<file path="src/rtl/fetch_queue_stage.sv">
// -----------------------------------------------------------------------------
// fetch_queue_stage
//
// Instruction-fetch stage with an in-order prefetch queue between imem and
// decode. Up to DEPTH requests/instructions are kept in flight so that imem
// latency is hidden behind decode stalls. BEQZ/BNEQZ redirects are resolved
// from the EX/MEM latch; responses still outstanding at a redirect are
// discarded as they come back.
//
// Optional feature macro: FETCH_STATS_EN
//   When defined, adds saturating 32-bit counters stat_fetched (pops),
//   stat_flushes (redirect cycles) and stat_dropped (discarded responses).
//
// Ports
//   clk          clock, rising edge
//   rst          asynchronous active-low reset
//   halt_f       1 = issue no new imem requests
//   ins_exmem    instruction in EX/MEM latch (opcode in [XLEN-1:XLEN-6])
//   cond_exmem   branch condition from EX/MEM
//   alu_exmem    branch target from EX/MEM
//   imem_req     fetch request strobe
//   imem_addr    fetch address (current PC)
//   imem_valid   in-order response valid, latency >= 1 cycle
//   imem_rdata   response instruction
//   id_valid     queue head valid
//   id_ready     decode accepts head
//   id_ins       head instruction
//   id_npc       head next-PC (fetch address + PC_INC)
//   flush        redirect taken this cycle
// -----------------------------------------------------------------------------
module fetch_queue_stage #(
   parameter int unsigned     XLEN     = 32,
   parameter int unsigned     DEPTH    = 4,
   parameter logic [XLEN-1:0] RESET_PC = '0,
   parameter logic [XLEN-1:0] PC_INC   = XLEN'(1),
   parameter logic [5:0]      OP_BEQZ  = 6'b001100,
   parameter logic [5:0]      OP_BNEQZ = 6'b001101
) (
   input  logic            clk,
   input  logic            rst,
   input  logic            halt_f,
   input  logic [XLEN-1:0] ins_exmem,
   input  logic            cond_exmem,
   input  logic [XLEN-1:0] alu_exmem,
   output logic            imem_req,
   output logic [XLEN-1:0] imem_addr,
   input  logic            imem_valid,
   input  logic [XLEN-1:0] imem_rdata,
   output logic            id_valid,
   input  logic            id_ready,
   output logic [XLEN-1:0] id_ins,
   output logic [XLEN-1:0] id_npc,
   output logic            flush
`ifdef FETCH_STATS_EN
   ,
   output logic [31:0]     stat_fetched,
   output logic [31:0]     stat_flushes,
   output logic [31:0]     stat_dropped
`endif
);

   localparam int unsigned AW      = $clog2(DEPTH);
   localparam int unsigned CW      = AW + 1;
   localparam logic [CW:0] CREDITS = (CW+1)'(DEPTH);

   logic [5:0]      op;
   logic            taken;
   logic            issue;
   logic            push;
   logic            pop;
   logic            unused_ins;
   logic [XLEN-1:0] pc;
   logic [XLEN-1:0] pc_inc;
   logic [CW-1:0]   count;
   logic [CW-1:0]   inflight;
   logic [CW-1:0]   drop;
   logic [AW-1:0]   q_wp;
   logic [AW-1:0]   q_rp;
   logic [AW-1:0]   n_wp;
   logic [AW-1:0]   n_rp;
   logic [XLEN-1:0] ins_q   [DEPTH];
   logic [XLEN-1:0] npc_q   [DEPTH];
   logic [XLEN-1:0] req_npc [DEPTH];

   assign op         = ins_exmem[XLEN-1:XLEN-6];
   assign unused_ins = ^ins_exmem[XLEN-7:0];
   assign pc_inc     = pc + PC_INC;

   // Issue stage: redirect decode and credit check
   assign taken = ((op == OP_BEQZ) && cond_exmem) || ((op == OP_BNEQZ) && !cond_exmem);

   // Queue slots plus outstanding requests may never exceed DEPTH, which is
   // what guarantees a response always has a free slot to land in.
   assign issue = !halt_f && !taken && (({1'b0, count} + {1'b0, inflight}) < CREDITS);

   // The outputs are forced quiet while reset is held; internal state is
   // already pinned by the asynchronous clear.
   assign imem_req  = rst && issue;
   assign imem_addr = pc;
   assign flush     = rst && taken;

   // Response / handshake stage
   // A response arriving on the redirect edge belongs to the old stream.
   assign push     = imem_valid && (drop == '0) && !taken;
   assign id_valid = (count != '0);
   assign pop      = id_valid && id_ready && !taken;

   // Storage is not reset; an empty queue presents zeros instead.
   assign id_ins = id_valid ? ins_q[q_rp] : '0;
   assign id_npc = id_valid ? npc_q[q_rp] : '0;

   always_ff @(posedge clk or negedge rst) begin
      if (!rst) begin
         pc       <= RESET_PC;
         count    <= '0;
         inflight <= '0;
         drop     <= '0;
         q_wp     <= '0;
         q_rp     <= '0;
         n_wp     <= '0;
         n_rp     <= '0;
      end else begin
         inflight <= inflight + CW'(issue) - CW'(imem_valid);
         if (taken) begin
            pc    <= alu_exmem + PC_INC;
            count <= '0;
            q_wp  <= '0;
            q_rp  <= '0;
            n_wp  <= '0;
            n_rp  <= '0;
            drop  <= inflight - CW'(imem_valid);
         end else begin
            if (issue) begin
               pc   <= pc_inc;
               n_wp <= n_wp + AW'(1);
            end
            if (push) begin
               q_wp <= q_wp + AW'(1);
               n_rp <= n_rp + AW'(1);
            end
            if (pop) begin
               q_rp <= q_rp + AW'(1);
            end
            count <= count + CW'(push) - CW'(pop);
            if (imem_valid && (drop != '0)) begin
               drop <= drop - CW'(1);
            end
         end
      end
   end

   // Queue storage stage
   always_ff @(posedge clk) begin
      if (issue) begin
         req_npc[n_wp] <= pc_inc;
      end
      if (push) begin
         ins_q[q_wp] <= imem_rdata;
         npc_q[q_wp] <= req_npc[n_rp];
      end
   end

   a_no_overflow : assert property (@(posedge clk) disable iff (!rst)
      !(push && !pop && (count == CW'(DEPTH))));

`ifdef FETCH_STATS_EN
   logic resp_drop;

   function automatic logic [31:0] sat_inc(input logic [31:0] v, input logic en);
      return (en && (v != '1)) ? v + 32'd1 : v;
   endfunction

   assign resp_drop = imem_valid && ((drop != '0) || taken);

   always_ff @(posedge clk or negedge rst) begin
      if (!rst) begin
         stat_fetched <= '0;
         stat_flushes <= '0;
         stat_dropped <= '0;
      end else begin
         stat_fetched <= sat_inc(stat_fetched, pop);
         stat_flushes <= sat_inc(stat_flushes, taken);
         stat_dropped <= sat_inc(stat_dropped, resp_drop);
      end
   end
`endif

endmodule

</file>
<file path="config.mk">
export PLATFORM = sky130hd
export DESIGN_NAME = fetch_queue_stage
export DESIGN_NICKNAME = d
export VERILOG_FILES = /design/src/rtl/fetch_queue_stage.sv
export SDC_FILE = /design/constraint.sdc
export NUM_CORES = 1
export LEC_CHECK = 0
export CELL_PAD_IN_SITES_DETAIL_PLACEMENT = 1
export CELL_PAD_IN_SITES_GLOBAL_PLACEMENT = 1
export CORE_MARGIN = 1.5
export CORE_UTILIZATION = 52
export CTS_CLUSTER_DIAMETER = 200
export DETAILED_ROUTE_END_ITERATION = 10
export GPL_TIMING_DRIVEN = 0
export PLACE_DENSITY_LB_ADDON = 0.1
export SLEW_MARGIN = 25
export SYNTH_ARGS = -nofsm -noshare
export SYNTH_HDL_FRONTEND = slang
export SYNTH_SLANG_ARGS = --single-unit
export TNS_END_PERCENT = 50
</file>
<file path="constraint.sdc">
create_clock -name clk -period 5.8 [get_ports clk]
set_input_delay 0.87 -clock clk [delete_from_list [all_inputs] [get_ports clk]]
set_output_delay 0.87 -clock clk [all_outputs]
set_load 0.01 [all_outputs]
</file>
## Yosys cells after proc, flatten, opt, wreduce, memory -nomap -nowiden

Memories as Yosys holds them, arrays and structs flattened.
Index checks and enable logic that the tools add are counted.

- Add/sub/neg operators: 13
- $lt $le $gt $ge: 1
- Equality and inequality tests: 2
- Mux-type cells: 19
- Reductions and logical operators: 22

Operators with widths:

| kind | number |
|---|---|
| two-way mux 32 bit | 4 |
| adder 32 x 1 -> 32 bit (second input constant) | 2 |
| two-way mux 2 bit | 8 |
| equality test 6 x 4 -> 1 bit (second input constant) | 2 |
| logical AND 1 bit | 11 |
| two-way mux 3 bit | 3 |
| subtractor 3 x 1 -> 3 bit | 3 |
| adder 2 x 1 -> 2 bit (second input constant) | 4 |
| nonzero test 2 bit | 4 |
| adder 3 x 1 -> 3 bit | 2 |
| nonzero test 3 bit | 2 |
| adder 3 x 3 -> 4 bit | 1 |
| < comparator 4 x 3 -> 1 bit (second input constant) | 1 |
| two-way mux 1 bit | 4 |
| logical NOT 1 bit | 3 |
| logical NOT 3 bit | 1 |
| subtractor 3 x 1 -> 3 bit (second input constant) | 1 |
| logical OR 1 bit | 1 |

- Register bits: 49
- RAM bits: 384
- Logic and storage cells: 68
- Memories kept: 3

Memories:

| memory | depth | bits a word | read ports | clocked after Yosys merged registers in | wr ports | RTL line | source |
|---|---|---|---|---|---|---|---|
| ins_q | 4 | 32 | 1 | 0 | 1 | 81 | `logic [XLEN-1:0] ins_q [DEPTH];` |
| npc_q | 4 | 32 | 1 | 0 | 1 | 82 | `logic [XLEN-1:0] npc_q [DEPTH];` |
| req_npc | 4 | 32 | 1 | 0 | 1 | 83 | `logic [XLEN-1:0] req_npc [DEPTH];` |

## Depth between registers and ports, before layout

Gate-level depths: netlist of run 1.

- Depth in word-level cells: 8
- Gate-level depth with buffers: 14
- Depth with buffers taken out: 12

## Worst setup path before layout of run 1

Ideal clock, no wire load.

- Path type: input -> register
- From: input ins_exmem[31]
- To: register count[2]
- Arrival: 3258 ps
- Path slack: 2410 ps
- Stages: 14
- Path buffers: 2
- Cells stage by stage: nor2_1 > nand3_1 > nor3_2 > buf_2 > clkbuf_1 > nor2_1 > ha_1 > inv_1 > ha_1 > inv_1 > fa_1 > xor2_1 > xnor2_1 > nor2_1

- Word-level cells in the longest chain between the ends: 8
- Elaborated cells between the ends (all ways): 11
- Those cells by class: add/sub: 2; eq/ne: 2; mux: 1; reduce/logical: 6

Ends and longest elaborated chain:

| element | RTL line | source |
|---|---|---|
| from (decl) | 42 | `input logic [XLEN-1:0] ins_exmem,` |
| equality test 6 x 4 -> 1 bit | 90 | `assign taken = ((op == OP_BEQZ) && cond_exmem) \|\| ((op == OP_BNEQZ) && !cond_exmem);` |
| logical AND 1 bit | 90 |  |
| logical OR 1 bit * | 90 |  |
| logical NOT 1 bit | 104, 106 |  |
| logical AND 1 bit | 104 | `assign push = imem_valid && (drop == '0) && !taken;` |
| adder 3 x 1 -> 3 bit | 144 | `count <= count + CW'(push) - CW'(pop);` |
| subtractor 3 x 1 -> 3 bit | 144 |  |
| two-way mux 3 bit * | 124 | `if (taken) begin` |
| to (signal assigned) | 144 |  |
| to (decl) | 74 | `logic [CW-1:0] count;` |

Mark *: on every way between the ends. The rest lies on a longest branch, timed or not.
A chain may end at the register's enable or synchronous reset.

## Final worst setup path of run 1

- From: input halt_f
- To: output imem_req

- Word-level cells in the longest chain between the ends: 4

Ends and longest elaborated chain:

| element | RTL line | source |
|---|---|---|
| from (decl) | 41 | `input logic halt_f,` |
| logical NOT 1 bit | 94 | `assign issue = !halt_f && !taken && (({1'b0, count} + {1'b0, inflight}) < CREDITS);` |
| logical AND 1 bit (2 in series) | 94 |  |
| logical AND 1 bit | 98 | `assign imem_req = rst && issue;` |
| to (decl) | 45 | `output logic imem_req,` |

Every way passes these cells.

==> flow_results.org, run 1 <==
** Power
- VDD sags by at most between 0.0003 and 0.0004 V.
- Share of total power consumed by net switching :: approximately 30%
- Of the total power, registers draw 39.3%.
- Leakage :: 7.54 nW
- Power density over the cells :: around 490 mW/mm^2
- Share of power burned in the clock network :: between 20% and 30%
- Relative contribution of combinational cells to total power :: 33.4%
- Switch Pwr :: around 0.0033 W
- Internal power comes to 0.00768 W.

** Drt
- Summed over all layers, the routed wires come to ~42 mm.
- In the routed layout, each cell is associated on average with a via count of about 5.7.
- After detailed routing, the average wire length per cell comes to 24.1 um.
- Drt first pass iters :: 4
- Starting DRC count in detailed routing :: between 500 and 600
- Remaining routing DRC violations :: 0
- Once detail routing completed, the nets flagged for antenna violations numbered 0.
- Detailed routing inserted a total of 9,923 vias.

** Synthesis
- Xor/xnor share of the synthesized area :: under 10%
- Simple logic cell fraction of the synthesized area :: under 10%
- In the synthesized netlist the dominant register cell turns out to be edfxtp_1.
- Of the post-synthesis cell area, the dominant cell type holds 62.7%.
- Async S/R FF share, synth :: ~11%
- After Yosys synthesis, full adders, half adders and majority gates account for 1.58% of the synthesized area.
- The cell count after synthesis came out at 1,034.
- Share of the synthesized area in compound gates (AO/OA/AOI/OAI) :: less than 1%
- Synth Warn # :: 0
- Share of cell area taken by muxes after synthesis :: about an eighth
- The synthesized design contains approximately 430 register bits.
- Synth unique cells :: 44
- Combinational family with the most area after synthesis :: multiplexers
- EDFF count, synth :: 384
- The share of the Yosys chip area taken by registers is 69.4%.
- In this run the cell area of the synthesized design comes to 0.0184 sq mm.
- The synthesized design spends more area on one cell type than any other, namely edfxtp_1.
- When the netlist entered floorplanning its net count stood at ~1,200.
- Dividing the synthesized area by the synthesized cell count gives 17.8 sq um.
- Main area contributors after synthesis :: edfxtp_1, mux4_2, dfrtp_1

** Layout
- Number of cells in the finished layout apart from fillers :: 1,749
- Antenna Diode Count :: 0
- Cells with a size suffix above 1 make up roughly 17% of the layout.
- For this run, the post-layout net count is approximately 1,400.
- From synthesis to final layout, the design area changed by 22.0%.

** STA
- The clock period could shrink to between 4000 and 5000 ps.
- Final TNS setup :: 0 ps
- Headroom to the max-slew limit came out at 41.6%.
- Hold violation count in the final report :: 0
- Setup Skew :: around 12 ps
- Unrepaired setup endpoints after global routing :: false
- Count of final setup violators :: 0
- Final number of max-transition violations :: 0
- For the pin with the worst max-slew slack, the measured transition is 876 ps.
- FMAX :: around 230 MHz
- The final critical path takes up around 76% of the cycle.

** Setup path
- Worst setup path endpoint :: imem_req
- STA classifies the critical path startpoint as a primary input.
- Kind of end point of the critical path :: output pin
- The critical path crosses 7 cells after its start point.
- Setup Crit Path Kind :: in2out
- For this design, the slowest cell found on the critical path is nor4_2.
- CP Cell Sequence :: clkdlybuf4s50_1, nor4_2, nand2_1, clkbuf_1, nor2_1, and2_1, clkdlybuf4s50_1
- Cell family contributing the most delay on the critical path :: simple AND/OR/NAND/NOR gates
- R2R cell count :: 12
- Critical Path Most Common Cell :: clkdlybuf4s50_1
- Internal reg-to-reg setup slack :: 2520 ps
- In this run the worst path has a maximum fanout of 10.
- Delay contributed by the slowest stage of the critical path :: between 600 and 700 ps
- Critical path data required time :: 4930 ps
- The worst register-to-register path ends at count[2].
- The number of buffers and inverters on the critical path is 3.
- Tracing the worst setup path back leads to its startpoint at halt_f.
- Worst flop-to-flop path startpoint :: count[1]
- Data arrives at the worst endpoint at 3540 ps.

** Place
- Number of placed cells counting well taps :: 1,671
- During placement, the flow inserted port buffers numbering between 150 and 200.
- Routability-driven placement finished with a final weighted congestion of between 0.8 and 0.9.
- Post-detailed-placement half-perimeter wirelength :: roughly 28 mm

** Global route
- The via count of the first global-routing pass was roughly 11,000.
- Largest net degree at the start of global routing :: 52
- The first global-routing pass estimated 65.1 mm of wire.
- Global-route usage over all layers :: a little under a quarter
- Summed over all layers, the global routing overflow is 0.
- The initial antenna violation count came to 0.

** Outcome
- The run finished with clean final reports.

** Clock tree
- Clock tree synthesis found a total of about 430 sinks.
- Hold repair after CTS inserted 0 buffers.
- The cell sitting at the root of the clock tree is a clkbuf_16.
- Resized cells post-CTS :: 0
- The later pin in the worst-skew pair is clocked with a latency of between 500 and 600 ps.
- After clock tree synthesis, the clock-pin slew on the worst setup and hold paths is 70 ps.
- Post-CTS setup repair buffer count :: 0
- The H-tree was split into 2 levels.
- The clock passes through at most 3 buffers.
- TritonCTS clock tree :: yes
- The number of clock buffers added by TritonCTS is 43.

** Die
- In this run the count of I/O pins placed on the die edge is 201.
- Number of placement rows :: between 60 and 70
- Floorplan core area :: between 0.03 and 0.04 sq mm
- The floorplan step defined a die boundary enclosing between 0.03 and 0.04 sq mm.
- Die outline height :: around 190 um
- From left edge to right edge, the die measures approximately 190 um.
- Starting density of the core :: a little over half

** Flow run
- Max-cap violations in this run came to 0.

** Hold path
- Class of the tightest hold or removal check :: in2async
## cells in the mapped netlist (17+ instances only)
cell type	number
nand2_1	40
nor2_1	28
mux2i_1	24
mux4_2	96
ha_1	20
inv_1	19
and3_1	17
nand4_1	31
xor2_1	54
clkbuf_1	27
and2_1	79
dfrtp_1	49
nand3_1	25
edfxtp_1	384
xnor2_1	51
## layout by cell type (no fill, tap or decap), types with 4 or more instances in the layout
cell type / netlist / routed
nor3_1: 11 / 11
edfxtp_1: 384 / 384
buf_16: 0 / 4
dfrtp_1: 49 / 49
nor2_1: 28 / 28
inv_1: 19 / 19
nor4_1: 7 / 7
and2_4: 1 / 5
nand3_1: 25 / 25
clkinv_1: 0 / 4
xnor2_1: 51 / 51
and2_2: 0 / 4
clkinv_2: 0 / 8
clkinv_4: 0 / 4
buf_12: 0 / 4
buf_2: 16 / 16
mux2i_1: 24 / 24
and4_1: 7 / 7
xor2_1: 54 / 54
clkbuf_8: 3 / 6
clkbuf_16: 0 / 45
and3_1: 17 / 17
clkbuf_1: 27 / 30
nand4_1: 31 / 31
a21oi_1: 4 / 4
clkdlybuf4s50_1: 0 / 173
and2_1: 79 / 71
mux4_2: 96 / 96
bufinv_16: 0 / 8
o21ai_0: 10 / 10
ha_1: 20 / 20
nand2_1: 40 / 40
## area by class of cell
type	count	area [sq um]
Buffer	54	287
Clock buffer	51	1180
Clock inverter	27	355
Fill cell	3084	12300
Inverter	19	71.3
Multi-Input combinational cell	528	5280
Sequential cell	433	12800
Tap cell	455	569
Timing Repair Buffer	182	1930
## power groups by stage
stage | Combinational [W] | Sequential (W) | Clock [W]
5_1_grt | 0.00394 | 0.00433 | 0.00314
2_1_floorplan | 0.00206 | 0.00430 | 0
3_5_place_dp | 0.00365 | 0.00435 | 0
3_3_place_gp | 0.00349 | 0.00433 | 0
4_1_cts | 0.00372 | 0.00430 | 0.00305
6_report | 0.00365 | 0.00429 | 0.00299
## worst min-delay path by stage
stage                       start           to  depth (start not counted)
final                         rst  inflight[2]                          1
after global routing          rst  inflight[1]                          1
after CTS                     rst  inflight[2]                          1
after detailed placement  n_wp[1]      n_wp[1]                          2
after global placement    n_wp[1]      n_wp[1]                          2
after floorplan           q_wp[1]      q_wp[1]                          2
## kinds of logic (layout without fill, tap and decap cells)
family                     after synthesis  in the layout
muxes                                  121            121
AOI/OAI and AO/OA                       14             14
DFF                                    433            433
xor gates and xnor gates               105            105
adders and majority gates               22             22
buffers and inverters                   73            333
and+or+nand+nor                        266            266
## flip-flops by register name, indices dropped and copies added, names as in the netlist
| signal | cells |
|---|---|
| n_rp | 2 |
| n_wp | 2 |
| ins_q | 128 |
| req_npc | 128 |
| drop | 3 |
| count | 3 |
| q_rp | 2 |
| q_wp | 2 |
| npc_q | 128 |
| imem_addr | 32 |
| inflight | 3 |
## layer usage
| metal | vias up | GRT usage, % | share of wire [%] |
|---|---|---|---|
| met5 | - | 0 | 0 |
| met4 | 0 | 7.18 | 2.7 |
| met3 | 70 | 3.58 | 4.9 |
| met2 | 294 | 41.2 | 50 |
| met1 | 5110 | 31.8 | 42 |
| li1 | 4449 | - | - |
## stage by stage
step | hold slack [ps] | worst slack, ps | utilization (%) | power [W] | instance area (sq um)
CTS | 380 | 1410 | 64.6 | 0.0111 | 22400
detailed placement | 586 | 1020 | 60.2 | 0.00800 | 20900
global route | 414 | 1320 | 64.6 | 0.0114 | 22400
global placement | 564 | 388 | 59.6 | 0.00782 | 20700
floorplan | 542 | 2410 | - | 0.00636 | 18400
finish | 370 | 1390 | 64.6 | 0.0109 | 22400
No activity file was read; power rests on OpenSTA's default activity.
==> run 2: changes to the inputs <==
--- a/config.mk
+++ b/config.mk
@@ -8,7 +8,7 @@
 export CELL_PAD_IN_SITES_DETAIL_PLACEMENT = 1
 export CELL_PAD_IN_SITES_GLOBAL_PLACEMENT = 1
 export CORE_MARGIN = 1.5
-export CORE_UTILIZATION = 52
+export CORE_UTILIZATION = 44
 export CTS_CLUSTER_DIAMETER = 200
 export DETAILED_ROUTE_END_ITERATION = 10
 export GPL_TIMING_DRIVEN = 0
==> constraint.sdc (replaced) <==
create_clock -name clk -period 4 [get_ports clk]
set_input_delay 0.6 -clock clk [delete_from_list [all_inputs] [get_ports clk]]
set_output_delay 0.6 -clock clk [all_outputs]
set_load 0.01 [all_outputs]
==> flow_results.org, run 2 (synthesized netlist as in run 1, its figures left out) <==
** Drt
- The antenna violation net count after detailed routing was 0 (unchanged).
- Starting DRC count in detailed routing :: 573 (+10%)
- The number of vias per cell after detailed routing is 5.30 (-6.6%).
- The first-pass iteration count of the detailed router was 8 (+4).
- The overall via count from detail_route came to 9,711 (-2.1%).
- The overall routed net length came to 40.0 mm (-5.2%).
- The number of design rule violations left after detail routing came to 13 (+13).
- The routed wirelength normalized by instance count was 21.8 um (-9.5%).

** Layout
- The area added between synthesis and finish came to 22.0% (about the same).
- Antenna Diode Count :: 0 (unchanged)
- The total number of nets in the final design came to 1,389 (+0.29%).
- The final design utilization was 54.7% (-9.9 points).
- Fill cells :: 3,803 (+23%)
- Layout cells sized above 1 :: 16.8% (-0.54 points)
- The library cell used most frequently in the layout, excluding fill and tap cells, is edfxtp_1.
- Commonest cells after routing, fill and taps aside :: edfxtp_1, clkdlybuf4s50_1, mux4_2
- The largest registers in the layout are ins_q (128), npc_q (128), req_npc (128).
- The area of all placed cells without fillers was 0.0224 sq mm (about the same).

** Outcome
- The run finished, with violations left.
- Failing checks :: DRC

** Power
- The total power density per cell area was 684 mW/mm^2 (+40%).
- Worst voltage drop across the vdd grid :: 0.000285 V (-9.8%)
- The leakage power total came to 7.48 nW (-0.81%).

** STA
- Count of final setup violators :: 0 (unchanged)
- Setup Skew :: 12.7 ps (+0.250 ps)
- The final hold violation count came to 0 (unchanged).
- The final count of pins violating max slew is 0 (unchanged).
- Time the final worst path needs with I/O delays and setup :: roughly 3800 ps
- Fin crit share :: a little over nine tenths
- Setup repair after global routing left no endpoint under its margin.
- Worst setup margin :: 210 ps (-1180 ps)
- Worst hold margin :: 400 ps (+30.1 ps)
- Slew Limit Headroom :: 40.2% (-1.4 points)
- Transition time at the pin with the least slew margin :: 897 ps (+20.4 ps)
- FMAX :: 264 MHz

** Global route
- Initial antenna violation count :: 0 (unchanged)
- Largest net degree at the start of global routing :: 48 (-7.7%)
- The overall routing resource usage came to 19.1% (-4.9 points).
- Wire length of the first global-routing pass :: 63.0 mm (-3.3%)
- The via count of the first global-routing pass came to 10,555 (-3.1%).
- The total global routing overflow was 0 (unchanged).

** Place
- The estimated wirelength of the detail-placed design came to 27.8 mm (-0.38%).
- The worst setup slack before clock tree synthesis came to -505 ps (-1520 ps).
- The final weighted congestion of routability-driven global placement is 0.860 (+1.0%).
- Port Buf Inserts :: 174 (unchanged)
- Cell Area, Placed :: 0.0210 sq mm (+0.56%)

** Die
- The number of rows in the core area is 74 (+8.8%).
- Floorplan core area :: 0.0410 sq mm (+18%)
- # IOs :: 201 (unchanged)
- The overall die width came to 207 um (+8.6%).
- The vertical die dimension is 207 um (+8.6%).
- Starting density of the core :: 44.8% (-8.1 points)
- The die footprint came to 0.0430 sq mm (+18%).

** Clock tree
- TritonCTS built the clock tree.
- The maximum buffer depth of the clock tree was 3 (unchanged).
- Worst-path clk slew :: 60 ps (about the same)
- Post-CTS setup repair buffer count :: 0 (unchanged)
- The total clock sinks was 433 (unchanged).
- Root buffer cell :: clkbuf_16
- Number of clock buffers inserted by TritonCTS :: 45 (+4.7%)
- The clock latency at the later pin of the worst-skew pair is 550 ps (about the same).
- CTS H-Tree Depth :: 2 (unchanged)

** Setup path
- Max Fanout on Critical Path :: 10 (unchanged)
- Setup Crit Path Kind :: reg2out
- Signal arrival time at the worst endpoint :: 3190 ps (-350 ps)
- The most critical setup path has its startpoint at inflight[2].
- Critical path data required time :: 3400 ps (-1530 ps)
- Kind of end point of the critical path :: output pin
- Critical Path Source Type :: flip-flop
- Worst flop-to-flop path startpoint :: inflight[2]

** Hold path
- Class of the tightest hold or removal check :: in2async

** Flow run
- The count of max-cap constraint violations was 0 (unchanged).
==> run 2: path summary, 6_finish.rpt <==
check / to / slack [ps] / cells after the start
setup / recovery: imem_req / 210 / 7
hold / removal: inflight[0] / 400 / 2
setup reg to reg: req_npc[2][31] / 920 / 7
hold reg to reg: n_wp[1] / 580 / 2
max in group asynchronous: n_rp[0] / 3150 / 3
min in group clk: n_wp[1] / 580 / 2
==> run 2: final cells by class <==
cell class	count	area, sq um	area share, %
Timing Repair Buffer	184	1960	8.74
Clock buffer	62	1220	5.44
Clock inverter	20	164	0.731
Sequential cell	433	12800	56.9
Tap cell	532	666	2.97
Buffer	54	288	1.28
Inverter	19	71.3	0.318
Multi-Input combinational cell	528	5300	23.6
==> run 2: through the flow <==
stage | instances | total power, W | setup TNS, ps
final | 1832 | 0.0154 | 0
after global routing | 1832 | 0.0161 | 0
after CTS | 1832 | 0.0156 | 0
after detailed placement | 1749 | 0.0116 | -815
after global placement | 1740 | 0.0115 | -345940
after floorplan | 1034 | 0.00922 | 0
==> run 2: routing by layer <==
layer	vias to the layer above	global-route usage (%)	part of all wire, %
li1	4465	-	-
met1	4974	26.0	45
met2	218	31.8	49
met3	54	3.54	4.9
met4	0	5.05	1.9
met5	-	0	0
==> run 2: power breakdown <==
group	switching [W]	internal (W)
Clock	0.00166	0.00227
Combinational	0.00259	0.00263
Sequential	0.000318	0.00588
Total	0.00457	0.0108
==> run 2: critical path, stage by stage (launching register included) <==
cell and delay [ps]:
dfrtp_1 430, ha_1 330, nor4_4 430, nand2_1 130, clkbuf_1 340, nor2_2 310
and2_1 160, clkdlybuf4s50_1 530
==> run 2: repair_timing <==
item	in CTS	in global routing
hold buffers	1	0
gates resized for setup	1	2
setup endpoints to repair	1	2
cloned	0	0
endpoints found under the hold margin	3	0
==> run 3: changes to the inputs <==
--- a/config.mk
+++ b/config.mk
@@ -7,7 +7,6 @@
 export LEC_CHECK = 0
 export CELL_PAD_IN_SITES_DETAIL_PLACEMENT = 1
 export CELL_PAD_IN_SITES_GLOBAL_PLACEMENT = 1
-export CORE_MARGIN = 1.5
 export CORE_UTILIZATION = 44
 export CTS_CLUSTER_DIAMETER = 200
 export DETAILED_ROUTE_END_ITERATION = 10
==> flow_results.org, run 3 (synthesized netlist as in run 1, its figures left out) <==
** Outcome
- The run finished, with violations left.
- Failing checks :: DRC

** Layout
- Largest registers ranked by flip-flop count :: ins_q (128), npc_q (128), req_npc (128)
- The share of final-layout standard cells stronger than drive strength 1 was 16.3% (-0.45 points).
- Leaving out fill and tap cells, the most frequent cells in the layout are edfxtp_1, clkdlybuf4s50_1, mux4_2.
- The total of fill cells in the finished design was 3,796 (-0.18%).
- Antenna Diode Count :: 0 (unchanged)
- Most common library cell in the layout ignoring fill and taps :: edfxtp_1
- Net total in the final layout :: 1,389 (unchanged)
- The area growth from synthesis to layout is 21.8%.
- The number of non-filler instances in the completed layout came to 1,831 (-0.055%).

** Power
- The leakage power total came to 7.45 nW (-0.40%).
- Switch Pwr :: 0.00457 W (-0.10%)
- Share of power burned in the clock network :: 25.3% (-0.3 points)
- Sequential Power Share :: 40.5% (+0.2 points)
- Internal power component :: 0.0107 W (-0.50%)
- Relative contribution of combinational cells to total power :: 34.2% (about the same)
- Power density over the cells :: 683 mW/mm^2 (-0.19%)
- The switching part of the total power is 29.9% (+0.083 points).
- Worst voltage drop across the vdd grid :: 0.000344 V (+21%)

** STA
- Setup Skew :: 17.6 ps (+4.86 ps)
- The final critical-path required period is 3750 ps (-43.4 ps).
- Final number of max-transition violations :: 0 (unchanged)
- The normalized max-slew margin was 40.5% (+0.34 points).
- The upper clock frequency limit came to 267 MHz (+1.2%).
- The share of the cycle needed by the critical path after routing is 93.7% (-1.1 points).
- Unrepaired setup endpoints after global routing :: false
- Worst setup margin :: 253 ps (+43.4 ps)
- Count of final setup violators :: 0 (unchanged)
- Hold violation count in the final report :: 0 (unchanged)
- Transition time at the pin with the least slew margin :: 892 ps (-5.05 ps)

** Drt
- The number of vias per cell after detailed routing came to 5.29 (-0.29%).
- Detail Route Antenna Nets :: 0 (unchanged)
- Starting DRC count in detailed routing :: 555 (-3.1%)
- The number of design rule violations left after detail routing was 24 (+11).
- The overall via count from detail_route is 9,678 (-0.34%).
- Detail-routed net length per standard cell :: 21.8 um (-0.27%)
- Drt first pass iters :: 7 (-1)
- Final wirelength :: 39.9 mm (-0.32%)

** Global route
- The largest net degree at the start of global routing came to 40 (-17%).
- The total global routing overflow was 0 (unchanged).
- The wire length of the first global-routing pass came to 61.4 mm (-2.5%).
- The via count of the first global-routing pass is 10,446 (-1.0%).
- Initial antenna violation count :: 0 (unchanged)
- Global-route usage over all layers :: 19.4% (+0.26 points)

** Setup path
- Critical path data required time :: 3400 ps (about the same)
- Traced cell by cell, the critical path runs through ha_1, nor4_4, nand2_1, clkbuf_1, nor2_2, and2_1, clkdlybuf4s50_1.
- Signal arrival time at the worst endpoint :: 3150 ps (-40 ps)
- Max Fanout on Critical Path :: 10 (unchanged)
- The critical path is of the reg2out type.
- STA classifies the critical path startpoint as a flip-flop.
- Broken down by cell family, the worst path's largest delay share belongs to simple AND/OR/NAND/NOR gates.
- Critical path buffers and inverters :: 2 (unchanged)
- Slowest-stage cell, CP :: clkdlybuf4s50_1
- Delay contributed by the slowest stage of the critical path :: 520 ps (about the same)
- The worst setup path is captured at an output pin.

** Die
- Die area :: 0.0426 sq mm (-0.96%)
- Floorplan core area :: 0.0410 sq mm (unchanged)
- The starting density of the core came to 44.8% (unchanged).
- Die outline height :: 206 um (-0.48%)
- Number of placement rows :: 74 (unchanged)
- The overall die width came to 206 um (-0.48%).
- The I/O pin count came to 201 (unchanged).

** Clock tree
- Number of clock sinks seen by CTS :: 433 (unchanged)
- The number of levels the H-tree was split into came to 2 (unchanged).
- Worst-path clk slew :: 60 ps (about the same)
- Bufs on Longest Clock Path :: 3 (unchanged)
- CTS placed an instance of clkbuf_16 at the clock tree root.
- Post-CTS setup repair buffer count :: 0 (unchanged)
- Number of clock buffers inserted by TritonCTS :: 45 (unchanged)
- TritonCTS clock tree :: yes
- Source-to-sink clock delay at the later pin of the worst-skew pair :: 550 ps (about the same)

** Flow run
- MaxCap Viol Count :: 0 (unchanged)

** Place
- Number of placed cells counting well taps :: 1,749 (unchanged)
- The final weighted congestion of routability-driven global placement came to 0.820 (-4.7%).
- The total of buffers placed on input and output ports is 174 (unchanged).
- The worst setup slack before clock tree synthesis was -422 ps (+83.6 ps).
- Post-detailed-placement half-perimeter wirelength :: 28.0 mm (+0.49%)

** Hold path
- The worst hold path belongs to the class in2async.
## run 3: changes by cell type in the layout (fill, tap and decap cells not counted)
cell	before	now
buf_12	5	7
buf_16	4	2
bufinv_16	2	1
clkbuf_1	42	44
clkbuf_8	4	5
clkinv_1	5	8
clkinv_2	9	3
clkinv_4	0	1
inv_6	1	0
## run 3: repair_timing
item / in CTS / in global routing
endpoints found under the hold margin: 14 / 0
gates resized for setup: 1 / 2
gates cloned: 0 / 0
hold buffers: 1 / 0
setup endpoints to repair: 1 / 2
## run 3: path summary, 6_finish.rpt
kind | start | to | slack [ps] | depth (start not counted)
setup / recovery | count[2] | imem_req | 250 | 7
hold / removal | rst | count[1] | 470 | 2
setup reg to reg | count[1] | count[2] | 940 | 12
hold reg to reg | n_wp[1] | n_wp[1] | 580 | 2
max in group asynchronous | rst | imem_addr[16] | 3060 | 3
min in group clk | n_wp[1] | n_wp[1] | 580 | 2
## run 3: final cells by class
class	count	area [sq um]	area share [%]
Tap cell	532	666	2.97
Multi-Input combinational cell	528	5300	23.7
Timing Repair Buffer	184	1940	8.69
Inverter	19	71.3	0.319
Sequential cell	433	12800	57.0
Clock inverter	16	115	0.514
Buffer	54	288	1.29
Clock buffer	65	1240	5.55
## run 3: layer usage
layer	up-vias	track usage (%)	wire length, um
li1	4459	-	-
met4	0	5.78	951
met1	4947	25.9	17400
met5	-	0	0
met3	62	3.39	1840
met2	210	32.4	19600
## run 3: per-stage QoR
stage,power (W),hold slack [ps],util (%),instance area (sq um),TNS [ps]
floorplan,0.00922,304,-,18400,0
global placement,0.0115,561,50.7,20800,-328960
detailed placement,0.0116,492,51.2,21000,-614
CTS,0.0155,446,54.6,22400,0
global route,0.0161,481,54.6,22400,0
finish,0.0153,471,54.6,22400,0
## run 3: power groups by stage
| stage | clock network [W] | logic (W) | registers [W] |
|---|---|---|---|
| 6_report | 0.00386 | 0.00523 | 0.00620 |
| 5_1_grt | 0.00411 | 0.00573 | 0.00626 |
| 3_3_place_gp | 0 | 0.00516 | 0.00630 |
| 2_1_floorplan | 0 | 0.00299 | 0.00623 |
| 4_1_cts | 0.00395 | 0.00536 | 0.00621 |
| 3_5_place_dp | 0 | 0.00532 | 0.00629 |
